<file path="config.mk">
export PLATFORM = sky130hd
export DESIGN_NAME = uart_reg_bridge
export DESIGN_NICKNAME = d
export VERILOG_FILES = /design/src/rtl/uart_reg_bridge.sv
export SDC_FILE = /design/constraint.sdc
export NUM_CORES = 1
export LEC_CHECK = 0
export CAP_MARGIN = 30
export CORE_MARGIN = 2
export CORE_UTILIZATION = 45
export CTS_BUF_LIST = sky130_fd_sc_hd__clkbuf_16
export DETAILED_ROUTE_END_ITERATION = 8
export MAX_ROUTING_LAYER = met4
export PLACE_DENSITY = 0.69
export SLEW_MARGIN = 20
export SYNTH_ARGS = -nofsm -noshare
export SYNTH_HDL_FRONTEND = slang
export SYNTH_SLANG_ARGS = --single-unit
</file>
<file path="constraint.sdc">
create_clock -name clk -period 4.4 [get_ports clk]
set_input_delay 0.66 -clock clk [delete_from_list [all_inputs] [get_ports clk]]
set_output_delay 0.66 -clock clk [all_outputs]
set_load 0.005 [all_outputs]
</file>
<file path="src/rtl/uart_reg_bridge.sv">
// Bus-to-UART register bridge: a TX FIFO drained under the UART wait handshake
// and an RX FIFO filled by polling the UART receive buffer.
module uart_reg_bridge #(
    parameter int TX_DEPTH = 16,
    parameter int RX_DEPTH = 16
) (
    input  logic        clk,
    input  logic        resetn,
    input  logic        bus_req,
    input  logic        bus_we,
    input  logic [3:0]  bus_addr,
    input  logic [3:0]  bus_be,
    input  logic [31:0] bus_wdata,
    output logic        bus_gnt,
    output logic        bus_rvalid,
    output logic [31:0] bus_rdata,
    output logic [3:0]  uart_div_we,
    output logic [31:0] uart_div_di,
    input  logic [31:0] uart_div_do,
    output logic        uart_dat_we,
    output logic [31:0] uart_dat_di,
    input  logic [31:0] uart_dat_do,
    output logic        uart_dat_re,
    input  logic        uart_dat_wait
);
    localparam int TAW = $clog2(TX_DEPTH);
    localparam int TCW = TAW + 1;
    localparam int RAW = $clog2(RX_DEPTH);
    localparam int RCW = RAW + 1;

    typedef enum logic {RX_IDLE, RX_GUARD} rx_state_e;

    rx_state_e rx_state_q, rx_state_d;

    logic [7:0]     tx_mem [TX_DEPTH];
    logic [7:0]     rx_mem [RX_DEPTH];
    logic [TAW-1:0] tx_wp_q, tx_wp_d, tx_rp_q, tx_rp_d;
    logic [RAW-1:0] rx_wp_q, rx_wp_d, rx_rp_q, rx_rp_d;
    logic [TCW-1:0] tx_cnt_q, tx_cnt_d;
    logic [RCW-1:0] rx_cnt_q, rx_cnt_d;
    logic           ovf_q, ovf_d;
    logic           rvalid_q;
    logic [31:0]    rdata_q, rdata_d;

    logic sel_div, sel_dat, sel_sts, sel_ctl;
    logic tx_full, tx_empty, rx_full, rx_empty;
    logic wr, rd, tx_push, tx_pop, rx_push, rx_pop, rx_drop;
    logic flush, ovf_clr;
    logic [31:0] status;
    logic unused_addr;

    assign unused_addr = ^bus_addr[1:0];

    assign sel_div = bus_addr[3:2] == 2'd0;
    assign sel_dat = bus_addr[3:2] == 2'd1;
    assign sel_sts = bus_addr[3:2] == 2'd2;
    assign sel_ctl = bus_addr[3:2] == 2'd3;

    assign tx_full  = tx_cnt_q == TCW'(TX_DEPTH);
    assign tx_empty = tx_cnt_q == '0;
    assign rx_full  = rx_cnt_q == RCW'(RX_DEPTH);
    assign rx_empty = rx_cnt_q == '0;

    assign uart_dat_we = !tx_empty;
    assign uart_dat_di = {24'h0, tx_mem[tx_rp_q]};
    assign tx_pop      = uart_dat_we && !uart_dat_wait;

    // A full TX FIFO still admits a write when the UART drains a byte this cycle
    assign bus_gnt = bus_req && !(bus_we && sel_dat && tx_full && !tx_pop);
    assign wr      = bus_gnt && bus_we;
    assign rd      = bus_gnt && !bus_we;

    assign tx_push = wr && sel_dat;
    assign rx_pop  = rd && sel_dat && !rx_empty;
    assign flush   = wr && sel_ctl && bus_wdata[1];
    assign ovf_clr = wr && sel_ctl && bus_wdata[0];
    assign rx_push = uart_dat_re && (!rx_full || rx_pop);
    assign rx_drop = uart_dat_re && rx_full && !rx_pop;

    assign uart_div_we = (wr && sel_div) ? bus_be : 4'h0;
    assign uart_div_di = bus_wdata;

    assign bus_rvalid = rvalid_q;
    assign bus_rdata  = rdata_q;

    assign status = {8'h0, 8'(rx_cnt_q), 8'(tx_cnt_q), 3'b0,
                     ovf_q, rx_empty, rx_full, tx_empty, tx_full};

    always_ff @(posedge clk) begin
        if (!resetn) rx_state_q <= RX_IDLE;
        else         rx_state_q <= rx_state_d;
    end

    always_comb begin
        rx_state_d = rx_state_q;
        case (rx_state_q)
            RX_IDLE:  if (uart_dat_do[31:8] == '0) rx_state_d = RX_GUARD;
            RX_GUARD: rx_state_d = RX_IDLE;
            default:  rx_state_d = RX_IDLE;
        endcase
    end

    always_comb begin
        uart_dat_re = (rx_state_q == RX_IDLE) && (uart_dat_do[31:8] == '0);
    end

    always_comb begin
        tx_wp_d  = tx_wp_q;
        tx_rp_d  = tx_rp_q;
        tx_cnt_d = tx_cnt_q;
        rx_wp_d  = rx_wp_q;
        rx_rp_d  = rx_rp_q;
        rx_cnt_d = rx_cnt_q;
        if (flush) begin
            tx_wp_d  = '0;
            tx_rp_d  = '0;
            tx_cnt_d = '0;
            rx_wp_d  = '0;
            rx_rp_d  = '0;
            rx_cnt_d = '0;
        end else begin
            if (tx_push) tx_wp_d = tx_wp_q + TAW'(1);
            if (tx_pop)  tx_rp_d = tx_rp_q + TAW'(1);
            if (rx_push) rx_wp_d = rx_wp_q + RAW'(1);
            if (rx_pop)  rx_rp_d = rx_rp_q + RAW'(1);
            case ({tx_push, tx_pop})
                2'b10:   tx_cnt_d = tx_cnt_q + TCW'(1);
                2'b01:   tx_cnt_d = tx_cnt_q - TCW'(1);
                default: tx_cnt_d = tx_cnt_q;
            endcase
            case ({rx_push, rx_pop})
                2'b10:   rx_cnt_d = rx_cnt_q + RCW'(1);
                2'b01:   rx_cnt_d = rx_cnt_q - RCW'(1);
                default: rx_cnt_d = rx_cnt_q;
            endcase
        end
    end

    always_comb begin
        ovf_d = ovf_q;
        if (ovf_clr) ovf_d = 1'b0;
        if (rx_drop) ovf_d = 1'b1;
    end

    always_comb begin
        rdata_d = '0;
        case (1'b1)
            sel_div: rdata_d = uart_div_do;
            sel_dat: rdata_d = rx_empty ? 32'hFFFF_FFFF : {24'h0, rx_mem[rx_rp_q]};
            sel_sts: rdata_d = status;
            default: rdata_d = '0;
        endcase
    end

    always_ff @(posedge clk) begin
        if (!resetn) begin
            tx_wp_q  <= '0;
            tx_rp_q  <= '0;
            tx_cnt_q <= '0;
            rx_wp_q  <= '0;
            rx_rp_q  <= '0;
            rx_cnt_q <= '0;
            ovf_q    <= 1'b0;
            rvalid_q <= 1'b0;
            rdata_q  <= '0;
        end else begin
            tx_wp_q  <= tx_wp_d;
            tx_rp_q  <= tx_rp_d;
            tx_cnt_q <= tx_cnt_d;
            rx_wp_q  <= rx_wp_d;
            rx_rp_q  <= rx_rp_d;
            rx_cnt_q <= rx_cnt_d;
            ovf_q    <= ovf_d;
            rvalid_q <= bus_gnt;
            rdata_q  <= rd ? rdata_d : '0;
        end
    end

    always_ff @(posedge clk) begin
        if (tx_push && !flush) tx_mem[tx_wp_q] <= bus_wdata[7:0];
        if (rx_push && !flush) rx_mem[rx_wp_q] <= uart_dat_do[7:0];
    end

endmodule

</file>
Word-level counts from Yosys, hierarchy flattened
Memory sizes are Yosys's and may differ from the RTL's. A register that Yosys moved wholly into a read port is not among the register bits.
Cells that the tools add are included.
{"block": "classes", "n_addsub": 8, "n_eq_ne": 9, "muxes": 19, "n_bitwise": 2, "reduce_logical": 39}
{"op": "32-bit 2-to-1 mux", "count": 3}
{"op": "24-bit zero test", "count": 1}
{"op": "21-bit 2-to-1 mux", "count": 1}
{"op": "1-bit logical AND", "count": 20}
{"op": "4-bit 2-to-1 mux", "count": 5}
{"op": "5-bit one-hot mux with 2 select lines", "count": 2}
{"op": "4-bit by 1-bit adder with 4-bit output (second input constant)", "count": 4}
{"op": "5-bit by 1-bit adder with 5-bit output (second input constant)", "count": 2}
{"op": "5-bit equality test (second input constant)", "count": 2}
{"op": "5-bit zero test", "count": 2}
{"op": "5-bit by 1-bit subtractor with 5-bit output (second input constant)", "count": 2}
{"op": "1-bit zero test", "count": 9}
{"op": "2-bit equality test (second input constant)", "count": 4}
{"op": "1-bit 2-to-1 mux", "count": 7}
{"op": "2-bit by 1-bit equality test with 1-bit output (second input constant)", "count": 3}
{"op": "2-bit nonzero test", "count": 3}
{"op": "2-bit zero test", "count": 1}
{"op": "1-bit inverter", "count": 2}
{"op": "1-bit one-hot mux with 2 select lines", "count": 1}
{"op": "2-bit AND reduction", "count": 1}
{"op": "2-bit OR reduction", "count": 1}
{"op": "1-bit logical OR", "count": 1}
{"block": "word_totals", "regBits": 61, "mem_bits_rw": 256, "inputBits": 109, "out_inout_bits": 104, "elab_cells": 89, "memories": 2}
{"name": "rx_mem", "words": 16, "width": 8, "rd": 1, "rd_ports_with_merged_regs": 1, "write_ports": 1, "line": "36", "rtl": "logic [7:0] rx_mem [RX_DEPTH];"}
{"name": "tx_mem", "words": 16, "width": 8, "rd": 1, "rd_ports_with_merged_regs": 1, "write_ports": 1, "line": "35", "rtl": "logic [7:0] tx_mem [TX_DEPTH];"}

Longest topological paths before layout
Gate-level depths: netlist of run 1.
{"block": "logic_depth", "depth_word": 15, "depth_mapped": 13}

Least setup slack after synthesis of run 1
Ideal clock, no wire load.
{"block": "synth_timing", "path_type": "input -> register", "from": "input bus_addr[3]", "to": "register tx_cnt_q[4]", "setup_time_ns": 0.071, "arrival_time_ns": 3.014, "required_ns": 4.329, "slack_ns": 1.316, "cell_stages": 12, "path_buffers": 1, "path_cell_list": "nand4b_1 -> a31oi_1 -> inv_1 -> ha_1 -> clkbuf_1 -> xor2_1 -> ha_1 -> a21o_1 -> a22oi_1 -> o221a_2 -> or3_1 -> a21oi_1"}
{"block": "synth_between", "elab_chain_cells": 10, "word_cells_on_any_way": 16, "cone_classes": "eq/ne: 4; mux: 1; reduce/logical: 11"}
{"item": "start, declared", "line": "11", "rtl": "input logic [3:0] bus_addr,"}
{"item": "2-bit by 1-bit equality test with 1-bit output", "line": "55", "rtl": "assign sel_dat = bus_addr[3:2] == 2'd1;"}
{"item": "1-bit logical AND (3 in series)", "line": "69", "rtl": "assign bus_gnt = bus_req && !(bus_we && sel_dat && tx_full && !tx_pop);"}
{"item": "1-bit zero test", "line": "69"}
{"item": "1-bit logical AND", "line": "69"}
{"item": "1-bit logical AND", "line": "70", "rtl": "assign wr = bus_gnt && bus_we;"}
{"item": "1-bit logical AND (on tied branches)", "line": "73, 75"}
{"item": "2-bit by 1-bit equality test with 1-bit output, or another cell as far along", "line": "126", "rtl": "case ({tx_push, tx_pop})"}
{"item": "5-bit one-hot mux with 2 select lines, or another cell as far along", "line": "126"}
{"item": "end signal, assigned", "line": "169", "rtl": "tx_cnt_q <= tx_cnt_d;"}
{"item": "end, declared", "line": "39", "rtl": "logic [TCW-1:0] tx_cnt_q, tx_cnt_d;"}
Parallel ways exist; a longest one is shown, timed or not.
A chain may end at the register's enable or synchronous reset.

==> results.py, run 1 <==
metrics = {
    "run_status": {
        "status": "complete, no violations",
    },
    "grt": {
        "first_global_vias": 7120,
        "grt_max_degree": 33,
        "grt-ovfl-total": 0,
        "antenna_found_initial": 0,
        "track_usage": 0.177,
        "grt_pass1_wl_mm": 40.6,
    },
    "cells_and_area": {
        "n_fill_cell": 2353,
        "design_area_sq_mm": 0.0161,
        "multiInputGateArea_sq_mm": 0.00375,
        "area_growth_pct": 20.2,
        "num_antenna_cells": 0,
        "drive_above_1_share": 0.183,
        "regArea_sq_mm": 0.00907,
        "fin_nets": 1092,
    },
    "run": {
        "max_cap_violations": 0,
    },
    "placement": {
        "gp_congestion": 0.785,
        "dpl.hpwl_mm": 17.7,
        "dpl_cell_area_sq_mm": 0.0150,
        "port_buffers": 138,
    },
    "critical_path": {
        "cp-start-kind": "flip-flop",
        "end_kind": "primary output",
        "required_ns": 3.74,
        "cp_max_fo": 18,
        "worstPathArrival_ns": 3.04,
        "crit_type": "flip-flop to primary output",
    },
    "floorplan": {
        "die_w_um": 176,
        "core_area_sq_mm": 0.0295,
        "row_count": 63,
        "start_util": 0.453,
        "chipHeight_um": 176,
        "ioPinCount": 213,
        "dieArea_sq_mm": 0.0311,
    },
    "synthesis": {
        "synth_commonest_cells": "edfxtp_1, mux4_2, dfxtp_1",
        "synth_seq_area_share": 0.678,
        "ys_warn_count": 0,
        "synth_top_area_cell": "edfxtp_1",
        "ys.flop_type": "edfxtp_1",
        "yosys-top-cells-area": "edfxtp_1, mux4_2, dfxtp_1, buf_4, nor2_1",
        "synth_async_sr_flop_share": 0,
        "syn_area_per_cell_sq_um": 16.2,
        "syn_area_sq_mm": 0.0134,
        "synth_edf_count": 256,
        "synth_cell_types": 55,
        "synth_most_common_cell": "edfxtp_1",
        "synth.top_cell.area_share": 0.575,
        "synth_cells": 827,
        "ys_seq_elements": 325,
    },
    "power_and_ir_drop": {
        "power_density_mw_per_mm2": 421,
        "ir_drop_v": 0.000298,
        "leakagePower_uw": 0.00526,
    },
    "route": {
        "drt-met1-wl_mm": 11.3,
        "topRoutingLayerUsed": "met4",
        "post_drt_wl_per_cell_um": 19.2,
        "drc": 0,
        "drtIter0Drc": 579,
        "vias": 7215,
        "wirelength_mm": 26.5,
        "via_per_inst": 5.24,
        "wl_met3_mm": 1.54,
        "met2_length_mm": 13.2,
        "drtAntennaViolNets": 0,
        "dr.pass1.iters": 5,
    },
    "clocking": {
        "cts.repair.resized": 0,
        "insertion_delay_ns": 0.52,
        "cts_buffers": 34,
        "clock-sinks": 325,
        "cts_max_path_buffers": 3,
        "clk_pin_slew_ns": 0.06,
        "cts_tree": "done",
        "htreeDepth": 2,
        "post_cts_buffers": 0,
        "cts-root-buf": "clkbuf_16",
        "holdBufCountCts": 0,
    },
    "timing": {
        "rsz0062_at_grt": "no",
        "slew_headroom": 0.436,
        "hold_violations": 0,
        "layout_min_cycle_time_ns": 3.70,
        "drv_slew": 0,
        "setup_violations": 0,
        "tns_ns": 0,
        "timing.fmax_mhz": 270,
        "fin_worst_skew_ns": 0.0304,
        "whs_ns": 0.510,
        "finalCritPeriodShare": 0.841,
        "worst_pin_slew_ns": 0.842,
    },
    "min_path": {
        "hold_class": "flip-flop to flip-flop",
    },
}
## worst max-delay path, stage by stage, from the launching register on
cell and delay [ns]:
dfxtp_2 0.73, buf_4 0.34, mux4_2 0.52, mux4_2 0.48, clkdlybuf4s50_1 0.46
## final timing paths
kind,slack (ns),start,endpoint,cells past startpoint
worst min register to register,0.51,rx_rp_q[1],flip-flop,2
worst max register to register,1.32,rx_cnt_q[4],rx_cnt_q[4],10
worst max-delay path,0.70,flip-flop,uart_dat_di[0],4
worst min-delay path,0.51,rx_rp_q[1],flip-flop,2
## kinds of logic after synthesis
logic type               after synthesis  synth area share
buffers and inverters                109            0.0477
other                                  1          0.000281
XOR/XNOR                              17            0.0111
adder cells (fa/ha/maj)               17            0.0165
AO/OA/AOI/OAI                         79            0.0376
multiplexers                          95             0.141
AND/OR/NAND/NOR                      184            0.0677
flip-flops                           325             0.678
## layout by cell type, fill, tap and decap left out, types with 9 or more instances in the layout
cell and n:
edfxtp_1 256, nor2_1 59, buf_4 37, clkbuf_16 35, nor4_1 11, dfxtp_1 67
nand3_1 9, ha_1 16, inv_1 20, mux2i_1 9, clkdlybuf4s50_1 138, nor3_1 14
nor2b_1 9, mux2_2 13, conb_1 24, o21ai_0 9, xor2_1 9, a21oi_1 36
nand2_1 47, mux4_2 73
## layer usage
metal | global-route usage | up-vias
li1 | - | 3386
met1 | 0.227 | 3585
met2 | 0.295 | 211
met3 | 0.0325 | 33
met4 | 0.0458 | 0
met5 | - | -
## flip-flops by register name, indices dropped and copies added, names as in the netlist, named ones only
name,count
rx_mem,128
tx_mem,128
bus_rdata,32
rx_cnt_q,5
tx_cnt_q,5
rx_rp_q,4
rx_wp_q,4
tx_rp_q,4
tx_wp_q,4
bus_rvalid,1
ovf_q,1
rx_state_q,1
## cell type report
type                    instances  share of cell area
flip-flops and latches        325               0.565
multi-input cells             416               0.233
repair buffers                177               0.105
clock buffers                  35              0.0545
well taps                     390              0.0304
clock inverters                23             0.00942
inverters                      12             0.00280
## where the power goes
| part | total (uW) | switching (uW) | internal [uW] |
|---|---|---|---|
| clock | 2620 | 1110 | 1500 |
| sequential | 3410 | 70.7 | 3340 |
| combinational | 727 | 299 | 428 |
## through the flow
step | instances | power [uW] | util | setup slack [ns]
2_1_floorplan | 850 | 3940 | - | 1.32
3_3_place_gp | 1318 | 4200 | 0.509 | 0.502
3_5_place_dp | 1318 | 4210 | 0.509 | 0.477
4_1_cts | 1376 | 6840 | 0.544 | 0.578
5_1_grt | 1378 | 7020 | 0.545 | 0.499
6_report | 1378 | 6760 | 0.545 | 0.699
No activity file was read; power rests on OpenSTA's default activity.
==> inputs of run 2 (changes only) <==
==> constraint.sdc (replaced) <==
create_clock -name clk -period 3.86 [get_ports clk]
set_input_delay 0.579 -clock clk [delete_from_list [all_inputs] [get_ports clk]]
set_output_delay 0.579 -clock clk [all_outputs]
set_load 0.005 [all_outputs]
==> results.py, run 2 (synthesized netlist as in run 1, its figures left out) <==
metrics = {
    "route": {
        "vias": 7233,
        "drtIter0Drc": 480,
        "drc": 0,
        "drtAntennaViolNets": 0,
        "wirelength_mm": 26.7,
        "post_drt_wl_per_cell_um": 19.3,
        "dr.pass1.iters": 5,
        "via_per_inst": 5.25,
    },
    "floorplan": {
        "chipHeight_um": 176,
        "ioPinCount": 213,
        "row_count": 63,
        "start_util": 0.453,
        "core_area_sq_mm": 0.0295,
        "dieArea_sq_mm": 0.0311,
        "die_w_um": 176,
    },
    "cells_and_area": {
        "fin_util": 0.542,
        "n_fill_cell": 2325,
        "layout_common_cells": "edfxtp_1, clkdlybuf4s50_1, mux4_2",
        "design_area_sq_mm": 0.0160,
        "drive_above_1_share": 0.183,
        "num_antenna_cells": 0,
        "final_common_cell": "edfxtp_1",
        "fin_nets": 1094,
        "area_growth_pct": 19.6,
    },
    "min_path": {
        "whs_path_depth": 2,
        "hold_class": "flip-flop to flip-flop",
    },
    "grt": {
        "grt_pass1_wl_mm": 40.3,
        "grt_max_degree": 33,
        "first_global_vias": 7113,
        "antenna_found_initial": 0,
        "grt-ovfl-total": 0,
        "track_usage": 0.175,
    },
    "placement": {
        "port_buffers": 138,
        "pre_cts_ws_ns": 0.163,
        "gp_congestion": 0.790,
        "dpl_cell_area_sq_mm": 0.0151,
        "dpl.hpwl_mm": 17.7,
    },
    "timing": {
        "fin_worst_skew_ns": 0.0241,
        "finalCritPeriodShare": 0.857,
        "drv_slew": 0,
        "hold_violations": 0,
        "tns_ns": 0,
        "worst_pin_slew_ns": 0.931,
        "timing.fmax_mhz": 302,
        "layout_min_cycle_time_ns": 3.31,
        "fin_ws_ns": 0.553,
        "slew_headroom": 0.378,
        "rsz0062_at_grt": "no",
        "setup_violations": 0,
    },
    "clocking": {
        "clock-sinks": 325,
        "post_cts_buffers": 0,
        "clk_pin_slew_ns": 0.06,
        "cts_max_path_buffers": 3,
        "cts.repair.resized": 0,
        "insertion_delay_ns": 0.57,
        "cts_buffers": 31,
        "cts_tree": "done",
        "holdBufCountCts": 0,
        "htreeDepth": 1,
        "cts-root-buf": "clkbuf_16",
    },
    "power_and_ir_drop": {
        "ir_drop_v": 0.000467,
        "power_density_mw_per_mm2": 468,
        "leakagePower_uw": 0.00522,
        "power_uw": 7480,
    },
    "critical_path": {
        "rrSetupSlack_ns": 0.97,
        "cp-start-kind": "flip-flop",
        "crit_type": "flip-flop to primary output",
        "end_kind": "primary output",
        "required_ns": 3.28,
        "cp_max_fo": 32,
        "rr_worst_depth": 11,
        "worstPathArrival_ns": 2.73,
    },
    "run_status": {
        "status": "complete, no violations",
    },
    "run": {
        "max_cap_violations": 0,
    },
}
==> run 2: path summary, 6_finish.rpt <==
path          startpoint        endpoint
max            flip-flop  uart_dat_di[1]
min           rx_rp_q[1]      rx_rp_q[1]
max reg2reg  tx_cnt_q[0]     tx_cnt_q[4]
min reg2reg   rx_rp_q[1]      rx_rp_q[1]
==> run 2: metal layers <==
metal | GRT usage | share of wire | vias up
met5 | - | 0 | -
met4 | 0.0375 | 0.018 | 0
met3 | 0.0278 | 0.052 | 35
met2 | 0.294 | 0.50 | 192
met1 | 0.226 | 0.43 | 3629
li1 | - | - | 3377
==> run 2: per-stage QoR <==
stage,hold slack [ns],cells
detailed placement,0.498,1325
global route,0.542,1379
global placement,0.490,1325
CTS,0.509,1379
floorplan,0.468,850
finish,0.510,1379
==> run 2: where the power goes <==
part | leakage (uW) | internal, uW | total [uW] | switching, uW
clock | 0.000464 | 1520 | 2750 | 1240
combinational | 0.00190 | 495 | 884 | 389
sequential | 0.00286 | 3810 | 3840 | 38.3
==> run 2: critical path, cell delays in order, from the launching register on <==
cell and delay (ns):
dfxtp_2 0.34, buf_12 0.25, mux4_2 0.60, mux4_2 0.48, clkdlybuf4s50_1 0.46
==> run 2: final cells by class <==
| type | count | area [sq um] | area share |
|---|---|---|---|
| Inverter | 12 | 45.0 | 0.00282 |
| Timing Repair Buffer | 182 | 1720 | 0.108 |
| Tap cell | 390 | 488 | 0.0305 |
| Sequential cell | 325 | 9070 | 0.567 |
| Multi-Input combinational cell | 416 | 3750 | 0.234 |
| Clock inverter | 23 | 141 | 0.00884 |
| Clock buffer | 31 | 776 | 0.0485 |
